==> src/rtl/i2c_pkg.sv <==
// -----------------------------------------------------------------------------
// i2c_pkg
// Shared definitions for the I2C slave transmitter control path:
//   - state_t            : control FSM state encoding
//   - SDA_* constants    : encodings of the sda_mode output
//   - SLAVE_ADDR_DEFAULT : default 7-bit bus address of this slave
// No ports (package).
// -----------------------------------------------------------------------------
package i2c_pkg;

    typedef enum logic [3:0] {
        IDLE       = 4'd0,
        ADDR       = 4'd1,
        ADDR_CHECK = 4'd2,
        ACK_WAIT   = 4'd3,
        ACK        = 4'd4,
        NACK_WAIT  = 4'd5,
        NACK       = 4'd6,
        LOAD       = 4'd7,
        TX         = 4'd8,
        MACK_WAIT  = 4'd9,
        MACK_CHECK = 4'd10,
        POP        = 4'd11,
        POP_WAIT   = 4'd12
    } state_t;

    // sda_mode: what the SDA output stage should do this cycle
    localparam logic [1:0] SDA_IDLE = 2'b00;  // release, bus pulled high
    localparam logic [1:0] SDA_ACK  = 2'b01;  // drive low in ACK slot
    localparam logic [1:0] SDA_NACK = 2'b10;  // hold high in ACK slot
    localparam logic [1:0] SDA_TX   = 2'b11;  // drive TX shift register bit

    localparam logic [6:0] SLAVE_ADDR_DEFAULT = 7'b1111000;

endpackage

==> src/rtl/i2c_slave_controller_if.sv <==
// -----------------------------------------------------------------------------
// i2c_slave_controller_if
// Groups the handshake signals between the control FSM and its neighbours
// (bit timer, start/stop detector, RX/TX shift registers, TX FIFO).
//   slave  modport : view of the control FSM (consumes events, drives enables)
//   master modport : view of the surrounding datapath / testbench
// Signals:
//   start_found, stop_found   : bus condition pulses
//   byte_received, ack_prep,
//   check_ack, ack_done       : bit-timer events
//   sda_in                    : synchronized SDA
//   rx_data[7:0]              : RX shift register contents, bit0 = R/W
//   tx_fifo_empty             : TX FIFO status
//   rx_enable, tx_enable      : shift register enables
//   load_data, read_enable    : TX load / FIFO pop pulses
//   sda_mode[1:0]             : SDA driver mode
// -----------------------------------------------------------------------------
interface i2c_slave_controller_if;

    logic       start_found;
    logic       stop_found;
    logic       byte_received;
    logic       ack_prep;
    logic       check_ack;
    logic       ack_done;
    logic       sda_in;
    logic [7:0] rx_data;
    logic       tx_fifo_empty;
    logic       rx_enable;
    logic       tx_enable;
    logic       load_data;
    logic       read_enable;
    logic [1:0] sda_mode;

    modport slave (
        input  start_found, stop_found, byte_received, ack_prep,
               check_ack, ack_done, sda_in, rx_data, tx_fifo_empty,
        output rx_enable, tx_enable, load_data, read_enable, sda_mode
    );

    modport master (
        output start_found, stop_found, byte_received, ack_prep,
               check_ack, ack_done, sda_in, rx_data, tx_fifo_empty,
        input  rx_enable, tx_enable, load_data, read_enable, sda_mode
    );

endinterface

==> src/rtl/i2c_slave_controller.sv <==
// -----------------------------------------------------------------------------
// i2c_slave_controller
// Control FSM of the I2C slave transmitter. Matches the received address,
// sequences ACK/NACK driving, enables the RX/TX shift registers, loads the
// TX shift register and pops the TX FIFO after each master ACK.
// Ports:
//   clk : system clock
//   rst : synchronous reset, active-high
//   bus : i2c_slave_controller_if.slave (events in, enables / sda_mode out)
// Parameter:
//   SLAVE_ADDR : 7-bit bus address this slave answers to
// Moore machine: every output is decoded from the state register only, so
// outputs react one cycle after the event that moved the state.
// -----------------------------------------------------------------------------
module i2c_slave_controller
    import i2c_pkg::*;
#(
    parameter logic [6:0] SLAVE_ADDR = SLAVE_ADDR_DEFAULT
) (
    input  logic                          clk,
    input  logic                          rst,
    i2c_slave_controller_if.slave         bus
);

    state_t state_q, state_d;
    logic   sda_in_q, sda_in_d;
    logic   addr_match;

    // Only a read addressed to us with data available is acknowledged;
    // anything else is NACKed so the master never clocks out stale data.
    assign addr_match = (bus.rx_data[7:1] == SLAVE_ADDR) && bus.rx_data[0] &&
                        !bus.tx_fifo_empty;

    // SDA is captured every cycle; on entry to MACK_CHECK the register holds
    // the value seen in the cycle check_ack was first observed.
    assign sda_in_d = bus.sda_in;

    always_ff @(posedge clk) begin
        if (rst) begin
            state_q  <= IDLE;
            sda_in_q <= 1'b1;
        end else begin
            state_q  <= state_d;
            sda_in_q <= sda_in_d;
        end
    end

    // Next-state logic. Stop and (repeated) start override every state,
    // with stop taking priority when both arrive together.
    always_comb begin
        state_d = state_q;
        if (bus.stop_found) begin
            state_d = IDLE;
        end else if (bus.start_found) begin
            state_d = ADDR;
        end else begin
            case (state_q)
                IDLE:       state_d = IDLE;
                ADDR:       if (bus.byte_received) state_d = ADDR_CHECK;
                ADDR_CHECK: state_d = addr_match ? ACK_WAIT : NACK_WAIT;
                ACK_WAIT:   if (bus.ack_prep) state_d = ACK;
                ACK:        if (bus.ack_done) state_d = LOAD;
                NACK_WAIT:  if (bus.ack_prep) state_d = NACK;
                NACK:       if (bus.ack_done) state_d = IDLE;
                LOAD:       state_d = TX;
                TX:         if (bus.ack_prep) state_d = MACK_WAIT;
                MACK_WAIT: begin
                    // ack_done without a check_ack window means the ACK
                    // slot was missed; treat it as a NACK.
                    if (bus.check_ack)     state_d = MACK_CHECK;
                    else if (bus.ack_done) state_d = IDLE;
                end
                MACK_CHECK: state_d = sda_in_q ? IDLE : POP;
                POP:        state_d = POP_WAIT;
                POP_WAIT: begin
                    if (bus.ack_done) state_d = bus.tx_fifo_empty ? IDLE : LOAD;
                end
                default:    state_d = IDLE;
            endcase
        end
    end

    // Output decode from the registered state. load_data is additionally
    // masked by the FIFO status so an empty FIFO is never loaded.
    always_comb begin
        bus.rx_enable   = 1'b0;
        bus.tx_enable   = 1'b0;
        bus.load_data   = 1'b0;
        bus.read_enable = 1'b0;
        bus.sda_mode    = SDA_IDLE;
        case (state_q)
            ADDR:  bus.rx_enable   = 1'b1;
            ACK:   bus.sda_mode    = SDA_ACK;
            NACK:  bus.sda_mode    = SDA_NACK;
            LOAD:  bus.load_data   = !bus.tx_fifo_empty;
            TX: begin
                bus.sda_mode  = SDA_TX;
                bus.tx_enable = 1'b1;
            end
            POP:   bus.read_enable = 1'b1;
            default: ;
        endcase
    end

endmodule

==> src/flat_wrapper.sv <==
// flat-port wrapper written by rule: the top's interface ports become plain ports
module i2c_slave_controller_flat import i2c_pkg::*;
#(
    parameter logic [6:0] SLAVE_ADDR = SLAVE_ADDR_DEFAULT
)
  (clk, rst, bus_start_found, bus_stop_found, bus_byte_received, bus_ack_prep, bus_check_ack, bus_ack_done, bus_sda_in, bus_rx_data, bus_tx_fifo_empty, bus_rx_enable, bus_tx_enable, bus_load_data, bus_read_enable, bus_sda_mode);
  i2c_slave_controller_if bus_i ();
  input  logic clk;
  input  logic rst;
  input wire logic [$bits(bus_i.start_found)-1:0] bus_start_found;
  input wire logic [$bits(bus_i.stop_found)-1:0] bus_stop_found;
  input wire logic [$bits(bus_i.byte_received)-1:0] bus_byte_received;
  input wire logic [$bits(bus_i.ack_prep)-1:0] bus_ack_prep;
  input wire logic [$bits(bus_i.check_ack)-1:0] bus_check_ack;
  input wire logic [$bits(bus_i.ack_done)-1:0] bus_ack_done;
  input wire logic [$bits(bus_i.sda_in)-1:0] bus_sda_in;
  input wire logic [$bits(bus_i.rx_data)-1:0] bus_rx_data;
  input wire logic [$bits(bus_i.tx_fifo_empty)-1:0] bus_tx_fifo_empty;
  output wire logic [$bits(bus_i.rx_enable)-1:0] bus_rx_enable;
  output wire logic [$bits(bus_i.tx_enable)-1:0] bus_tx_enable;
  output wire logic [$bits(bus_i.load_data)-1:0] bus_load_data;
  output wire logic [$bits(bus_i.read_enable)-1:0] bus_read_enable;
  output wire logic [$bits(bus_i.sda_mode)-1:0] bus_sda_mode;
  assign bus_i.start_found = bus_start_found;
  assign bus_i.stop_found = bus_stop_found;
  assign bus_i.byte_received = bus_byte_received;
  assign bus_i.ack_prep = bus_ack_prep;
  assign bus_i.check_ack = bus_check_ack;
  assign bus_i.ack_done = bus_ack_done;
  assign bus_i.sda_in = bus_sda_in;
  assign bus_i.rx_data = bus_rx_data;
  assign bus_i.tx_fifo_empty = bus_tx_fifo_empty;
  assign bus_rx_enable = bus_i.rx_enable;
  assign bus_tx_enable = bus_i.tx_enable;
  assign bus_load_data = bus_i.load_data;
  assign bus_read_enable = bus_i.read_enable;
  assign bus_sda_mode = bus_i.sda_mode;
  i2c_slave_controller #(.SLAVE_ADDR(SLAVE_ADDR)) u_core (.clk(clk), .rst(rst), .bus(bus_i));
endmodule
==> config.mk <==
export PLATFORM = sky130hd
export DESIGN_NAME = i2c_slave_controller_flat
export DESIGN_NICKNAME = d
export VERILOG_FILES = /design/src/rtl/i2c_pkg.sv /design/src/rtl/i2c_slave_controller_if.sv /design/src/rtl/i2c_slave_controller.sv /design/src/flat_wrapper.sv
export SDC_FILE = /design/constraint.sdc
export NUM_CORES = 1
export LEC_CHECK = 0
export BUFFER_PORTS_ARGS = -buffer_cell sky130_fd_sc_hd__buf_2
export CAP_MARGIN = 25
export CELL_PAD_IN_SITES_DETAIL_PLACEMENT = 1
export CELL_PAD_IN_SITES_GLOBAL_PLACEMENT = 1
export CORE_MARGIN = 4
export CORE_UTILIZATION = 29
export DETAILED_ROUTE_END_ITERATION = 10
export HOLD_SLACK_MARGIN = 0.12
export PLACE_DENSITY = 0.69
export RECOVER_POWER = 100
export SLEW_MARGIN = 15
export SYNTH_ARGS = -nofsm -noshare
export SYNTH_HDL_FRONTEND = slang
export SYNTH_SLANG_ARGS = --single-unit
==> constraint.sdc <==
create_clock -name clk -period 1.51 [get_ports clk]
set_input_delay 0.0755 -clock clk [delete_from_list [all_inputs] [get_ports clk]]
set_output_delay 0.0755 -clock clk [all_outputs]
set_load 0.1 [all_outputs]
; ---- After elaboration in Yosys (flattened, before gate mapping)
; Index checks and enable logic that the tools add are counted.
[totals]
regBits = 5
in_bits = 18
out_inout_bits = 6
word_cells = 53
[op_classes]
n_eq_ne = 25
muxes = 18
reduce_logical = 7
[ops]
columns = cell, n
row1 = $pmux 4 s12, 1
row2 = $mux 4, 9
row3 = $eq 4x4->1 const B, 5
row4 = $ne 3x3->1 const B, 6
row5 = $eq 4x3->1 const B, 4
row6 = $ne 2x2->1 const B, 6
row7 = $reduce_and 6->1, 2
row8 = $eq 4x2->1 const B, 2
row9 = $eq 7x7->1 const B, 1
row10 = $mux 3, 2
row11 = $pmux 2 s3, 1
row12 = $mux 1, 5
row13 = $eq 4x1->1 const B, 1
row14 = $reduce_or 3->1, 1
row15 = $logic_and 1x1->1, 2
row16 = $reduce_or 2->1, 1
row17 = $logic_not 1->1, 1

; ---- Longest topological paths before layout
; Gate-level depths: netlist of the first run.
[depth]
depth_word = 6
ltp_mapped = 6
depth_no_buf = 4

; ---- Worst setup path before layout of the first run
; Ideal clock, no wire load.
[synth_timing]
kind = register -> output
from = register u_core.state_q[1]
to = output port bus_rx_enable
t_arrival_ns = 3.505
required_time_ns = 1.434
slack_ns = -2.070
path_stages_with_launch = 4
n_path_buf = 2
cell_sequence = dfxtp_1 buf_2 buf_4 nor4_1
[synth_between]
elab_chain_cells = 2
[synth_rtl]
columns = item, line_no
row1 = "start, declared", i2c_slave_controller.sv:25  ; state_t state_q, state_d;
row2 = "start signal, assigned", i2c_slave_controller.sv:43  ; state_q <= state_d;
row3 = $eq 4x1->1, i2c_slave_controller.sv:91  ; case (state_q)
row4 = $mux 1, i2c_slave_controller.sv:91
row5 = "end, declared", flat_wrapper.sv:19  ; output wire logic [$bits(bus_i.rx_enable)-1:0] bus_rx_enable;
; Every way passes these cells.

; ---- Worst setup path after layout of the first run
[layout_timing]
from = register u_core.state_q[1]
to = register u_core.state_q[1]
[layout_between]
elab_chain_cells = 3
elab_cells_between_ends = 22
cone_classes = eq/ne (18) / mux (3) / reduce/logical (1)
[layout_rtl]
columns = item, line_no
row1 = "$eq 4x3->1, or another cell as far along", i2c_slave_controller.sv:57  ; case (state_q)
row2 = $ne 2x2->1 (no source line) or $mux 4 (tied branches), -
row3 = $reduce_and 6->1 (no source line) or $pmux 4 s12 (tied branches), -
; Parallel ways exist; a longest one is shown, timed or not.
; A chain may end at the register's enable or synchronous reset.

==> results.sh, run 1 <==
export IMPL_cp_top_family="simple AND/OR/NAND/NOR gates"
export IMPL_worst_slack_ns=-0.0303
export IMPL_hold_viol_final=0
export IMPL_post_dp_hpwl_um=1950
export IMPL_cp_arrival_ns=1.69
export IMPL_drc=0
export IMPL_die_y_um=54.0
export IMPL_synthesis_nets=101
export IMPL_core_area_um2=1980
export IMPL_routed_via_density=5.72
export IMPL_cts_clk_slew_worst_paths_ns=0.06
export IMPL_grt_max_degree=20
export IMPL_rsz0062_at_grt="true"
export IMPL_fin_crit_ns=1.54
export IMPL_routed_wl_um=3010
export IMPL_synthCells=83
export IMPL_fin_tns_setup_ns=-0.0586
export IMPL_setup_viol=3
export IMPL_tightest_slew_ns=0.436
export IMPL_crit_buf_inv=0
export IMPL_yosysTopAreaCell="dfxtp_1"
export IMPL_port_buffers=23
export IMPL_diodes=0
export IMPL_cts_tree="built"
export IMPL_cts_root_buf="clkbuf_4"
export IMPL_final_area_um2=1140
export IMPL_grt_usage=0.206
export IMPL_final_setup_skew_ns=0.00940
export IMPL_die_area_um2=2920
export IMPL_clk_latency_ns=0.26
export IMPL_syn_to_final_growth_pct=86.4
export IMPL_p_per_area_nw_per_um2=372
export IMPL_p_leak_nw=0.445
export IMPL_h_tree_depth=1
export IMPL_fin_crit_sh=1.02
export IMPL_drv_slew=0
export IMPL_drt_pass1_iterations=4
export IMPL_synthesis_area_um2=614
export IMPL_dpl_cell_area_um2=986
export IMPL_dieWidth_um=54.0
export IMPL_end_kind="register"
export IMPL_synth_cell_types=39
export IMPL_first_iter_violations=11
export IMPL_vias=887
export IMPL_min_path_type="in2reg"
export IMPL_crit_required_ns=1.66
export IMPL_crit_chain="or4_4, o311a_1, and3_4, o221a_1"
export IMPL_cp_start_kind="register"
export IMPL_peakVddDrop_mv=0.275
export IMPL_final_nets=147
export IMPL_cpMaxStageDelayCell="or4_4"
export IMPL_antenna_found_initial=0
export IMPL_grt_pass1_wl_um=4390
export IMPL_max_stage_delay_ns=0.54
export IMPL_maxSlewHeadroom=0.705
export IMPL_detail_route_antenna_nets=0
export IMPL_path_class="reg2reg"
export IMPL_yosysWarnings=0
export IMPL_layout_drive_gt1_share=0.547
export IMPL_ys_seq_area_frac=0.163
export IMPL_fillerInstances=242
export IMPL_initial_utilization=0.310
export IMPL_synth_seq_cells=5
export IMPL_ioPinCount=24
export IMPL_cts_buffers_inserted=3
export IMPL_fmax_mhz=649
export IMPL_synth_top_area_share=0.163
export IMPL_violations="negative setup slack"
export IMPL_maxCapViolCount=0
export IMPL_clkSinkCount=5
export IMPL_routabilityCongestion=0.826
export IMPL_cts_path_max_buffers=2
export IMPL_yosys_top_cells_area="dfxtp_1 (16%), nor4b_1 (4.3%), buf_2 (4.1%)"
export IMPL_syn_avg_cell_area_um2=7.40
export IMPL_grt_pass1_vias=952
export IMPL_fp_row_count=16
export IMPL_status="complete, but fails checks"
export IMPL_grt_ovfl_total=0
export IMPL_drt_wirelength_per_cell_um=19.4
export IMPL_crit_path_max_fanout=4
==> worst register-to-register path, stage by stage, from the launching register on <==
cell and delay (ns):
dfxtp_2 0.35, or4_4 0.54, o311a_1 0.14, and3_4 0.20
o221a_1 0.20
==> kinds of logic (layout without fill, tap and decap cells) <==
kind of cell / count (synthesis) / after routing / share of synthesized area
AOI/OAI and AO/OA: 28 / 28 / 0.332
buffers and inverters: 9 / 54 / 0.0713
and+or+nand+nor: 39 / 39 / 0.401
DFF: 5 / 5 / 0.163
muxes: 2 / 2 / 0.0326
==> power by group <==
| part | switching (mW) | internal (mW) |
|---|---|---|
| Sequential | 0.00369 | 0.132 |
| Combinational | 0.0575 | 0.0564 |
| Clock | 0.0755 | 0.101 |
| Total | 0.137 | 0.290 |
==> metal layers <==
| metal | track usage | up-vias | share of wire |
|---|---|---|---|
| met5 | 0 | - | 0 |
| met4 | 0.0705 | 0 | 0.021 |
| met3 | 0.0443 | 6 | 0.031 |
| met2 | 0.367 | 29 | 0.51 |
| met1 | 0.241 | 438 | 0.44 |
| li1 | - | 414 | - |
==> final timing paths <==
check        depth (start not counted)                end  slack (ns)              start
max reg2reg                          4  u_core.state_q[1]       -0.03  u_core.state_q[1]
max                                  4  u_core.state_q[1]       -0.03  u_core.state_q[1]
min reg2reg                          3  u_core.state_q[3]        0.76  u_core.state_q[2]
min                                  5  u_core.state_q[1]        0.36     bus_rx_data[3]
==> per-stage QoR <==
stage	cells	total power, mW	utilization	hold WS (ns)	worst slack [ns]
after CTS	148	0.406	0.539	0.377	-0.0580
final	155	0.426	0.578	0.357	-0.0303
after floorplan	83	0.189	-	0.179	-0.215
after global routing	155	0.447	0.578	0.368	-0.0948
after global placement	139	0.234	0.497	0.260	0.0185
after detailed placement	139	0.238	0.497	0.263	-0.0147
==> cells in the final DEF, fill, tap and decap left out, types with 2 or more instances in the layout <==
cell type,instances
nor3_1,2
a311o_1,2
buf_4,12
or2_2,2
dlygate4sd3_1,5
dfxtp_2,2
nand2_1,3
a31oi_1,2
nor2_2,2
clkbuf_1,2
o21ai_0,3
o211ai_1,2
buf_2,19
nor3b_1,3
nor2_1,3
inv_1,2
nor3_4,2
buf_6,6
nor4b_2,2
dfxtp_4,2
o22ai_1,2
clkbuf_4,3
a21oi_1,2
nand2b_1,3
o21bai_1,2
buf_12,2
==> Yosys cell counts (all sizes together) <==
library cell,count
and2,1
or3b,1
nor2,6
a31o,1
a31oi,2
nor4,1
mux2i,2
nor4bb,1
o311a,1
nor4b,3
and3b,1
nand2b,4
dfxtp,5
a21oi,3
o21a,1
o21bai,2
nor3b,3
a211oi,1
or4,1
inv,3
and4,1
a311o,2
o21ai,4
o22ai,2
o221a,1
or2,2
a21boi,3
nor3,4
o311ai,1
o32ai,1
nor2b,3
and3,1
or3,1
buf,6
nand4,1
o211ai,2
a22o,1
nand2,4
==> flip-flops by register name, summed over array words and instances (netlist names) <==
signal and cells:
u_core.sda_in_q 1, u_core.state_q 4
==> layout make-up <==
class,instances,area (µm²),area share
tap,27,33.8,0.0295
timing repair buffer,47,375,0.328
sequential,5,110,0.0962
clock buffer,4,26.3,0.0230
multi-input combinational,69,583,0.509
inverter,3,16.3,0.0142
==> what timing repair did <==
| item | CTS | global route |
|---|---|---|
| hold buffers | 5 | 0 |
| endpoints found under the hold margin | 2 | 0 |
| pin swaps | 0 | 4 |
| setup endpoints to repair | 8 | 10 |
| gates cloned | 0 | 1 |
| resized for setup | 4 | 23 |
| setup buffers | 0 | 6 |
Note: power is estimated with default switching activity, not from simulation.
==> run 2, diff against run 1 <==
Settings changed: PLACE_DENSITY 0.69 to 0.78.
==> results.sh, run 2 (synthesized netlist as in run 1, its figures left out) <==
export IMPL_setup_viol=0
export IMPL_hp_start="bus_stop_found"
export IMPL_grt_ovfl_total=0
export IMPL_fmax_mhz=663
export IMPL_drc=0
export IMPL_cpMaxStageDelayCell="or4_4"
export IMPL_grt_usage=0.190
export IMPL_hold_viol_final=0
export IMPL_wl_met3_um=100
export IMPL_first_iter_violations=5
export IMPL_layout_drive_gt1_share=0.531
export IMPL_crit_path_start="u_core.state_q[1]"
export IMPL_cts_tree="built"
export IMPL_maxSlewHeadroom=0.725
export IMPL_fin_crit_ns=1.51
export IMPL_drv_slew=0
export IMPL_port_buffers=23
export IMPL_routed_wl_um=2570
export IMPL_finalPower_mw=0.409
export IMPL_rsz0062_at_grt="true"
export IMPL_grt_pass1_wl_um=4080
export IMPL_grt_max_degree=24
export IMPL_status="completed"
export IMPL_die_area_um2=2920
export IMPL_end_kind="register"
export IMPL_dieWidth_um=54.0
export IMPL_core_area_um2=1980
export IMPL_routabilityCongestion=0.948
export IMPL_fillerInstances=236
export IMPL_initial_utilization=0.310
export IMPL_vias=846
export IMPL_multi_input_area_um2=552
export IMPL_p_leak_nw=0.449
export IMPL_max_flop_register="u_core.state_q"
export IMPL_path_class="reg2reg"
export IMPL_largest_register_ffs=4
export IMPL_clkSinkCount=5
export IMPL_post_dp_hpwl_um=1930
export IMPL_routed_via_density=5.46
export IMPL_syn_to_final_growth_pct=80.9
export IMPL_max_stage_delay_ns=0.54
export IMPL_cts_clk_slew_worst_paths_ns=0.05
export IMPL_cts_root_buf="clkbuf_4"
export IMPL_top_regs="u_core.state_q (4), u_core.sda_in_q (1)"
export IMPL_min_path_type="in2reg"
export IMPL_drt_pass1_iterations=4
export IMPL_tightest_slew_ns=0.410
export IMPL_detail_route_antenna_nets=0
export IMPL_ioPinCount=24
export IMPL_peakVddDrop_mv=0.580
export IMPL_clk_latency_ns=0.25
export IMPL_cts_path_max_buffers=2
export IMPL_drt_wirelength_per_cell_um=16.6
export IMPL_p_per_area_nw_per_um2=368
export IMPL_crit_chain="or4_4, o311a_1, and3_4, o221a_1"
export IMPL_wl_met1_um=1040
export IMPL_h_tree_depth=1
export IMPL_met2_length_um=1360
export IMPL_die_y_um=54.0
export IMPL_crit_path_max_fanout=3
export IMPL_grt_pass1_vias=877
export IMPL_fin_crit_sh=0.999
export IMPL_final_nets=147
export IMPL_final_setup_skew_ns=0.00814
export IMPL_antenna_found_initial=0
export IMPL_r2r_start="u_core.state_q[1]"
export IMPL_final_cell_mix="buf_4 (19), buf_2 (17), buf_6 (5), nor2_1 (4), o21ai_0 (4)"
export IMPL_cts_buffers_inserted=3
export IMPL_fp_row_count=16
export IMPL_seqCellArea_um2=110
export IMPL_crit_required_ns=1.64
export IMPL_diodes=0
export IMPL_cp_start_kind="register"
export IMPL_final_common_cell="buf_4"
export IMPL_cp_arrival_ns=1.64
export IMPL_maxCapViolCount=0
export IMPL_maxUsedRoutingLayer="met4"
export IMPL_fin_tns_setup_ns=0
## run 2: cell type report
class | count | area share
clock buffer | 4 | 0.0236
inverter | 3 | 0.0101
multi-input combinational | 69 | 0.497
sequential | 5 | 0.0991
tap | 27 | 0.0304
timing repair buffer | 47 | 0.340
## run 2: critical path, delay by kind of cell (launching register included)
family | cells | cell delay, ns
compound gates | 2 | 0.34
flops | 1 | 0.33
simple gates | 2 | 0.74
## run 2: per-stage QoR
| step | util | cell area, µm² | instances | setup slack (ns) | hold slack [ns] |
|---|---|---|---|---|---|
| floorplan | - | 693 | 83 | -0.215 | 0.179 |
| global placement | 0.516 | 1020 | 144 | -0.0227 | 0.263 |
| detailed placement | 0.516 | 1020 | 144 | -0.108 | 0.265 |
| CTS | 0.556 | 1100 | 151 | -0.000939 | 0.144 |
| global route | 0.561 | 1110 | 155 | -0.0478 | 0.161 |
| finish | 0.561 | 1110 | 155 | 0.00153 | 0.141 |
## run 2: final timing paths
path / end / slack, ns / depth (start not counted)
setup / recovery: u_core.state_q[1] / 0.002 / 4
hold / removal: u_core.state_q[2] / 0.14 / 3
setup reg to reg: u_core.state_q[1] / 0.002 / 4
hold reg to reg: u_core.state_q[2] / 0.74 / 3
## run 2: what timing repair did
action                                  4_1_cts  5_1_grt
pin swaps                                     0        3
hold buffers                                  2        0
cloned                                        0        0
setup buffers                                 1        4
endpoints found under the setup margin        9        6
hold endpoints to repair                      1        0
gates resized for setup                       7        6
## run 2: where the power goes
part | switching, mW | leakage, nW | total, mW | internal, mW
registers | 0.00494 | 0.0433 | 0.137 | 0.132
clock network | 0.0617 | 0.0150 | 0.162 | 0.100
logic | 0.0537 | 0.391 | 0.109 | 0.0554
## run 2: per-layer routing
metal	global-route usage	up-vias
met4	0.0788	0
met2	0.343	22
met3	0.0166	8
met5	0	-
li1	-	413
met1	0.226	403
